`src/rtl/display_pkg.sv`:
```
// Shared constants and types for the multiplexed 7-segment scan controller.
package display_pkg;

  localparam int DEF_N_DIGITS = 4;
  localparam int MAX_DIGITS   = 32;

  localparam logic [MAX_DIGITS-1:0] AN_OFF = '1;
  localparam logic                  DP_OFF = 1'b1;

  typedef logic [$clog2(DEF_N_DIGITS)-1:0] digit_idx_t;

endpackage

```
`src/rtl/seg_refresh_prescaler.sv`:
```
// Free-running slot counter 0..CLK_DIV-1; o_slot_wrap marks the last cycle of each slot.
// Counter is registered, wrap flag is decoded from it in the same cycle; never stalls.
module seg_refresh_prescaler #(
  parameter int CLK_DIV = 100000,
  parameter int CNT_W   = (CLK_DIV > 1) ? $clog2(CLK_DIV) : 1
) (
  input  logic             i_clk,
  input  logic             i_rst,
  output logic [CNT_W-1:0] o_cnt,
  output logic             o_slot_wrap
);

  logic [CNT_W-1:0] r_cnt;
  logic             w_wrap;

  assign w_wrap = (r_cnt == CNT_W'(CLK_DIV - 1));

  always_ff @(posedge i_clk or posedge i_rst) begin
    if (i_rst) begin
      r_cnt <= '0;
    end else if (w_wrap) begin
      r_cnt <= '0;
    end else begin
      r_cnt <= r_cnt + CNT_W'(1);
    end
  end

  assign o_cnt       = r_cnt;
  assign o_slot_wrap = w_wrap;

endmodule

```
`src/rtl/seg_display_scan.sv`:
```
// Scan controller for a common-anode 7-seg bank: double-buffered value, dead-time, zero blanking.
// Outputs registered from next-state of the scan counters (no extra lag); load is always accepted.
module seg_display_scan
  import display_pkg::*;
#(
  parameter int N_DIGITS = DEF_N_DIGITS,
  parameter int CLK_DIV  = 100000,
  parameter int DEAD_CYC = 1000
) (
  input  logic                  clk,
  input  logic                  reset,
  input  logic [4*N_DIGITS-1:0] data,
  input  logic [N_DIGITS-1:0]   dp_in,
  input  logic                  load,
  input  logic                  lz_en,
  output logic [3:0]            nibble,
  output logic [N_DIGITS-1:0]   an,
  output logic                  dp,
  output logic                  frame_tick
);

  localparam int DW    = $clog2(N_DIGITS);
  localparam int CNT_W = (CLK_DIV > 1) ? $clog2(CLK_DIV) : 1;
  localparam logic [N_DIGITS-1:0] AN_ALL_OFF = AN_OFF[N_DIGITS-1:0];

  logic [CNT_W-1:0]      w_cnt;
  logic [CNT_W-1:0]      w_cnt_nxt;
  logic                  w_slot_wrap;

  logic [DW-1:0]         r_digit;
  logic [DW-1:0]         w_digit_nxt;
  logic                  w_frame_wrap;

  logic [4*N_DIGITS-1:0] r_pend_data;
  logic [N_DIGITS-1:0]   r_pend_dp;
  logic                  r_pend_v;
  logic [4*N_DIGITS-1:0] r_shown_data;
  logic [N_DIGITS-1:0]   r_shown_dp;
  logic [4*N_DIGITS-1:0] w_shown_data_nxt;
  logic [N_DIGITS-1:0]   w_shown_dp_nxt;

  logic                  w_dead;
  logic                  w_zero_run;
  logic [N_DIGITS-1:0]   w_blank;
  logic [3:0]            w_nib_nxt;
  logic [N_DIGITS-1:0]   w_an_nxt;
  logic                  w_dp_nxt;

  logic [3:0]            r_nibble;
  logic [N_DIGITS-1:0]   r_an;
  logic                  r_dp;
  logic                  r_frame_tick;

  seg_refresh_prescaler #(
    .CLK_DIV (CLK_DIV),
    .CNT_W   (CNT_W)
  ) u_prescaler (
    .i_clk       (clk),
    .i_rst       (reset),
    .o_cnt       (w_cnt),
    .o_slot_wrap (w_slot_wrap)
  );

  // Scan position after this edge; everything below is decoded from it.
  assign w_cnt_nxt    = w_slot_wrap ? '0 : (w_cnt + CNT_W'(1));
  assign w_frame_wrap = w_slot_wrap && (r_digit == DW'(N_DIGITS - 1));

  always_comb begin
    w_digit_nxt = r_digit;
    if (w_slot_wrap) begin
      w_digit_nxt = w_frame_wrap ? '0 : (r_digit + DW'(1));
    end
  end

  always_ff @(posedge clk or posedge reset) begin
    if (reset) begin
      r_digit <= '0;
    end else begin
      r_digit <= w_digit_nxt;
    end
  end

  // A load on the frame edge itself bypasses the pending buffer.
  always_comb begin
    w_shown_data_nxt = r_shown_data;
    w_shown_dp_nxt   = r_shown_dp;
    if (w_frame_wrap) begin
      if (load) begin
        w_shown_data_nxt = data;
        w_shown_dp_nxt   = dp_in;
      end else if (r_pend_v) begin
        w_shown_data_nxt = r_pend_data;
        w_shown_dp_nxt   = r_pend_dp;
      end
    end
  end

  always_ff @(posedge clk or posedge reset) begin
    if (reset) begin
      r_pend_data  <= '0;
      r_pend_dp    <= '0;
      r_pend_v     <= 1'b0;
      r_shown_data <= '0;
      r_shown_dp   <= '0;
    end else begin
      if (load) begin
        r_pend_data <= data;
        r_pend_dp   <= dp_in;
      end
      if (w_frame_wrap) begin
        r_pend_v <= 1'b0;
      end else if (load) begin
        r_pend_v <= 1'b1;
      end
      r_shown_data <= w_shown_data_nxt;
      r_shown_dp   <= w_shown_dp_nxt;
    end
  end

  // Digit i>0 is blanked when it and every more-significant nibble are zero.
  always_comb begin
    w_blank    = '0;
    w_zero_run = lz_en;
    for (int i = N_DIGITS - 1; i >= 1; i--) begin
      w_zero_run = w_zero_run && (w_shown_data_nxt[4*i +: 4] == 4'h0);
      w_blank[i] = w_zero_run;
    end
  end

  assign w_dead = (int'(w_cnt_nxt) < DEAD_CYC);

  always_comb begin
    w_nib_nxt = 4'h0;
    w_an_nxt  = AN_ALL_OFF;
    w_dp_nxt  = DP_OFF;
    for (int i = 0; i < N_DIGITS; i++) begin
      if (w_digit_nxt == DW'(i)) begin
        w_nib_nxt = w_shown_data_nxt[4*i +: 4];
        if (!w_dead && !w_blank[i]) begin
          w_an_nxt[i] = 1'b0;
          w_dp_nxt    = ~w_shown_dp_nxt[i];
        end
      end
    end
  end

  always_ff @(posedge clk or posedge reset) begin
    if (reset) begin
      r_nibble     <= 4'h0;
      r_an         <= AN_ALL_OFF;
      r_dp         <= DP_OFF;
      r_frame_tick <= 1'b0;
    end else begin
      r_nibble     <= w_nib_nxt;
      r_an         <= w_an_nxt;
      r_dp         <= w_dp_nxt;
      r_frame_tick <= w_frame_wrap;
    end
  end

  assign nibble     = r_nibble;
  assign an         = r_an;
  assign dp         = r_dp;
  assign frame_tick = r_frame_tick;

endmodule
```
`config.mk`:
```
export PLATFORM = sky130hd
export DESIGN_NAME = seg_display_scan
export DESIGN_NICKNAME = d
export VERILOG_FILES = /design/src/rtl/display_pkg.sv /design/src/rtl/seg_refresh_prescaler.sv /design/src/rtl/seg_display_scan.sv
export SDC_FILE = /design/constraint.sdc
export NUM_CORES = 1
export LEC_CHECK = 0
export CAP_MARGIN = 20
export CELL_PAD_IN_SITES_DETAIL_PLACEMENT = 0
export CELL_PAD_IN_SITES_GLOBAL_PLACEMENT = 1
export CORE_ASPECT_RATIO = 0.6
export CORE_UTILIZATION = 48
export CTS_CLUSTER_DIAMETER = 30
export DETAILED_ROUTE_END_ITERATION = 8
export GPL_TIMING_DRIVEN = 0
export PLACE_DENSITY_LB_ADDON = 0.3
export SKIP_LAST_GASP = 1
export SLEW_MARGIN = 15
export SYNTH_ARGS = -nofsm -noshare
export SYNTH_HDL_FRONTEND = slang
export SYNTH_SLANG_ARGS = --single-unit
```
`constraint.sdc`:
```
create_clock -name clk -period 5.05 [get_ports clk]
set_input_delay 0.7575 -clock clk [delete_from_list [all_inputs] [get_ports clk]]
set_output_delay 0.7575 -clock clk [all_outputs]
set_load 0.02 [all_outputs]
```
==> flow_metrics.tcl <==
set metrics [dict create \
    status "finished, violations left" \
    violations "design-rule violations" \
    syn_avg_cell_area_um2 10.6 \
    reg2reg_slack_ps 2050 \
    grt_usage 0.226 \
    slew_violations 0 \
    vdd_drop_max_uv 242 \
    initial_utilization 0.504 \
    hold_end "r_pend_data[1]" \
    intPower_mw 1.07 \
    drtIter0Drc 141 \
    area_growth_pct 23.2 \
    hold_viol 0 \
    fin_crit_sh 0.644 \
    crit_path_cell_trace "clkdlybuf4s50_1, clkbuf_1, mux2_2, nor4_1, mux2i_1, or4b_4, o21bai_2, a21boi_1, a2bb2oi_2" \
    htreeDepth 3 \
    postCtsHoldBufs 0 \
    clock_path_buffers 2 \
    cts.repair.resized 0 \
    dp_slack_ps 1480 \
    yosysMostFrequentCell "dfrtp_1" \
    cts-root-buf "clkbuf_16" \
    firstDrtPassIters 7 \
    switching_share 0.211 \
    gp_congestion 0.812 \
    power_mw 1.36 \
    hold_path_depth 2 \
    cts_buffers 9 \
    synth_ff_type "dfrtp_1" \
    r2r-start "u_prescaler.o_cnt[13]" \
    final_cells 459 \
    viasPerCell 5.48 \
    ant_nets 0 \
    setup_ws_ps 1800 \
    synth-seq-cells 70 \
    die_x_um 111 \
    cts_tree "built" \
    pwr-share-comb 0.063 \
    grt_max_degree 62 \
    synth_top_area_frac 0.475 \
    drive_gt1_frac 0.167 \
    die_h_um 67.4 \
    crit_family "buffers and inverters" \
    r2r_cells 10 \
    io_pins 34 \
    drv_cap 0 \
    route.final.wire_length_um 7690 \
    cpMaxStageDelayCell "or4b_4" \
    critical_path.endpoint_type "flip-flop" \
    rsz0062_at_grt "no" \
    yosysSeqAreaShare 0.513 \
    synth_top_area_cell "dfrtp_1" \
    syn_inst 322 \
    pwr-share-seq 0.436 \
    port_buffers 33 \
    grt_pass1_wl_um 12500 \
    crit_type "primary input to flip-flop" \
    cellLeakagePower_nw 1.86 \
    antenna_found_initial 0 \
    rr_endpoint "nibble[1]" \
    vias 2517 \
    dp_cells 443 \
    wl_per_cell_um 16.7 \
    drc 2 \
    clkLatencyLatePin_ps 330 \
    clock_skew_ps 4.27 \
    worst_hold_slack_ps 477 \
    startpoint_type "primary input" \
    synth_area_leaders "dfrtp_1 47%, mux2_2 6.9%, dfstp_2 3.8%, nor2_1 3.4%, mux2i_1 3.2%" \
    hold_path_startpoint "r_pend_data[1]" \
    core_um2 6790 \
    synth-edff-count 0 \
    clock.fmax_mhz 307 \
    overflow 0 \
    hold_class "flip-flop to flip-flop" \
    dp_hpwl_um 5400 \
    min_period_ps 3250 \
    synth_nets 348 \
    tns_ps 0 \
    fin_nets 393 \
    yosysWarnings 0 \
    diodes 0 \
    worstPathMaxFanout 10 \
    critPathBufInv 2 \
    critPathRequiredTime_ps 5320 \
    cts_setup_buffers 0 \
    synth.cell_area_um2 3420 \
    clock-sinks 70 \
    synth_common_cells "65 x dfrtp_1, 31 x nor2_1, 26 x nand2_1, 21 x mux2_2, 18 x inv_1" \
    setup_viol 0 \
    slew_headroom 0.555 \
    pwr_density_cell_nw_per_um2 322 \
    clk_pin_slew_ps 60 \
    async_flop_share 1.00 \
    worstPathArrival_ps 3530 \
    critPathMaxStageDelay_ps 530 \
    switchingPower_mw 0.287 \
    tightest_slew_ps 668 \
    num_rows 23 \
    die_area_um2 7490 \
    pwr-share-clk 0.501 \
    synth.distinct_cells 56 \
    grt_pass1_vias 2333 \
]
state kept, by name, indices dropped and copies added, names as in the netlist:
| register | cells |
|---|---|
| u_prescaler.o_cnt | 17 |
| r_pend_data | 16 |
| r_shown_data | 16 |
| an | 4 |
| nibble | 4 |
| r_pend_dp | 4 |
| r_shown_dp | 4 |
| r_digit | 2 |
| dp | 1 |
| frame_tick | 1 |
| r_pend_v | 1 |
layout by cell type, fill, tap and decap left out, types with 4 or more instances in the layout:
cell type | synthesis | final
or3_1 | 4 | 4
buf_2 | 4 | 4
clkbuf_16 | 0 | 9
nand4_1 | 6 | 6
inv_1 | 18 | 17
a211oi_1 | 4 | 4
nor4_1 | 4 | 4
buf_6 | 4 | 4
xnor2_1 | 11 | 11
o21ai_0 | 13 | 13
mux2_2 | 21 | 21
clkdlybuf4s50_1 | 0 | 33
clkbuf_1 | 7 | 7
nor3_1 | 5 | 5
dfrtp_1 | 65 | 65
nor2_1 | 31 | 31
and4_1 | 4 | 4
mux2i_1 | 11 | 11
nand3_1 | 12 | 12
a21oi_1 | 6 | 6
xor2_1 | 6 | 6
dfstp_2 | 5 | 5
o21a_1 | 4 | 4
a31oi_1 | 4 | 4
nand2_1 | 26 | 26
layout make-up:
class                           count  area (um2)
Multi-Input combinational cell    217        1500
Tap cell                           87         109
Buffer                             17        98.8
Clock buffer                       10         239
Fill cell                         569        2570
Inverter                           18        70.1
Timing Repair Buffer               34         358
Clock inverter                      6        85.1
Sequential cell                    70        1760
metal layers:
metal  up-vias  GRT usage  part of all wire
met3         8     0.0898             0.081
met2        84      0.302              0.39
li1       1218          -                 -
met1      1207      0.336              0.52
met5         -          0                 0
met4         0     0.0507            0.0073
worst min-delay path, cell delays in order (launching register included):
cell and delay, ps:
dfrtp_1 320, mux2i_1 70, inv_1 60
logic make-up after synthesis:
| logic type | after synthesis | synth area share |
|---|---|---|
| muxes | 33 | 0.108 |
| buffers and inverters | 35 | 0.0486 |
| adders and majority gates | 2 | 0.00731 |
| DFF | 70 | 0.513 |
| AOI/OAI and AO/OA | 48 | 0.0946 |
| and+or+nand+nor | 117 | 0.185 |
| xor gates and xnor gates | 17 | 0.0435 |
power groups by stage:
stage	Combinational [mW]	Sequential, mW	Clock, mW
floorplan	0.0468	0.600	0
finish	0.0857	0.591	0.680
detailed placement	0.0862	0.601	0
CTS	0.0867	0.591	0.691
global route	0.0949	0.593	0.716
global placement	0.0817	0.600	0
per-stage QoR:
step | util | instance area [um2]
floorplan | - | 3420
global placement | 0.569 | 3860
detailed placement | 0.573 | 3890
CTS | 0.621 | 4220
global route | 0.621 | 4220
finish | 0.621 | 4220
worst max-delay path by stage:
stage	start	endpoint	cells after the start
after floorplan	load	dp	8
final	load	dp	9
after global placement	reset	r_pend_data[0]	2
after CTS	load	dp	9
after global routing	load	dp	9
after detailed placement	load	dp	9
(Power assumes the default switching activity.)
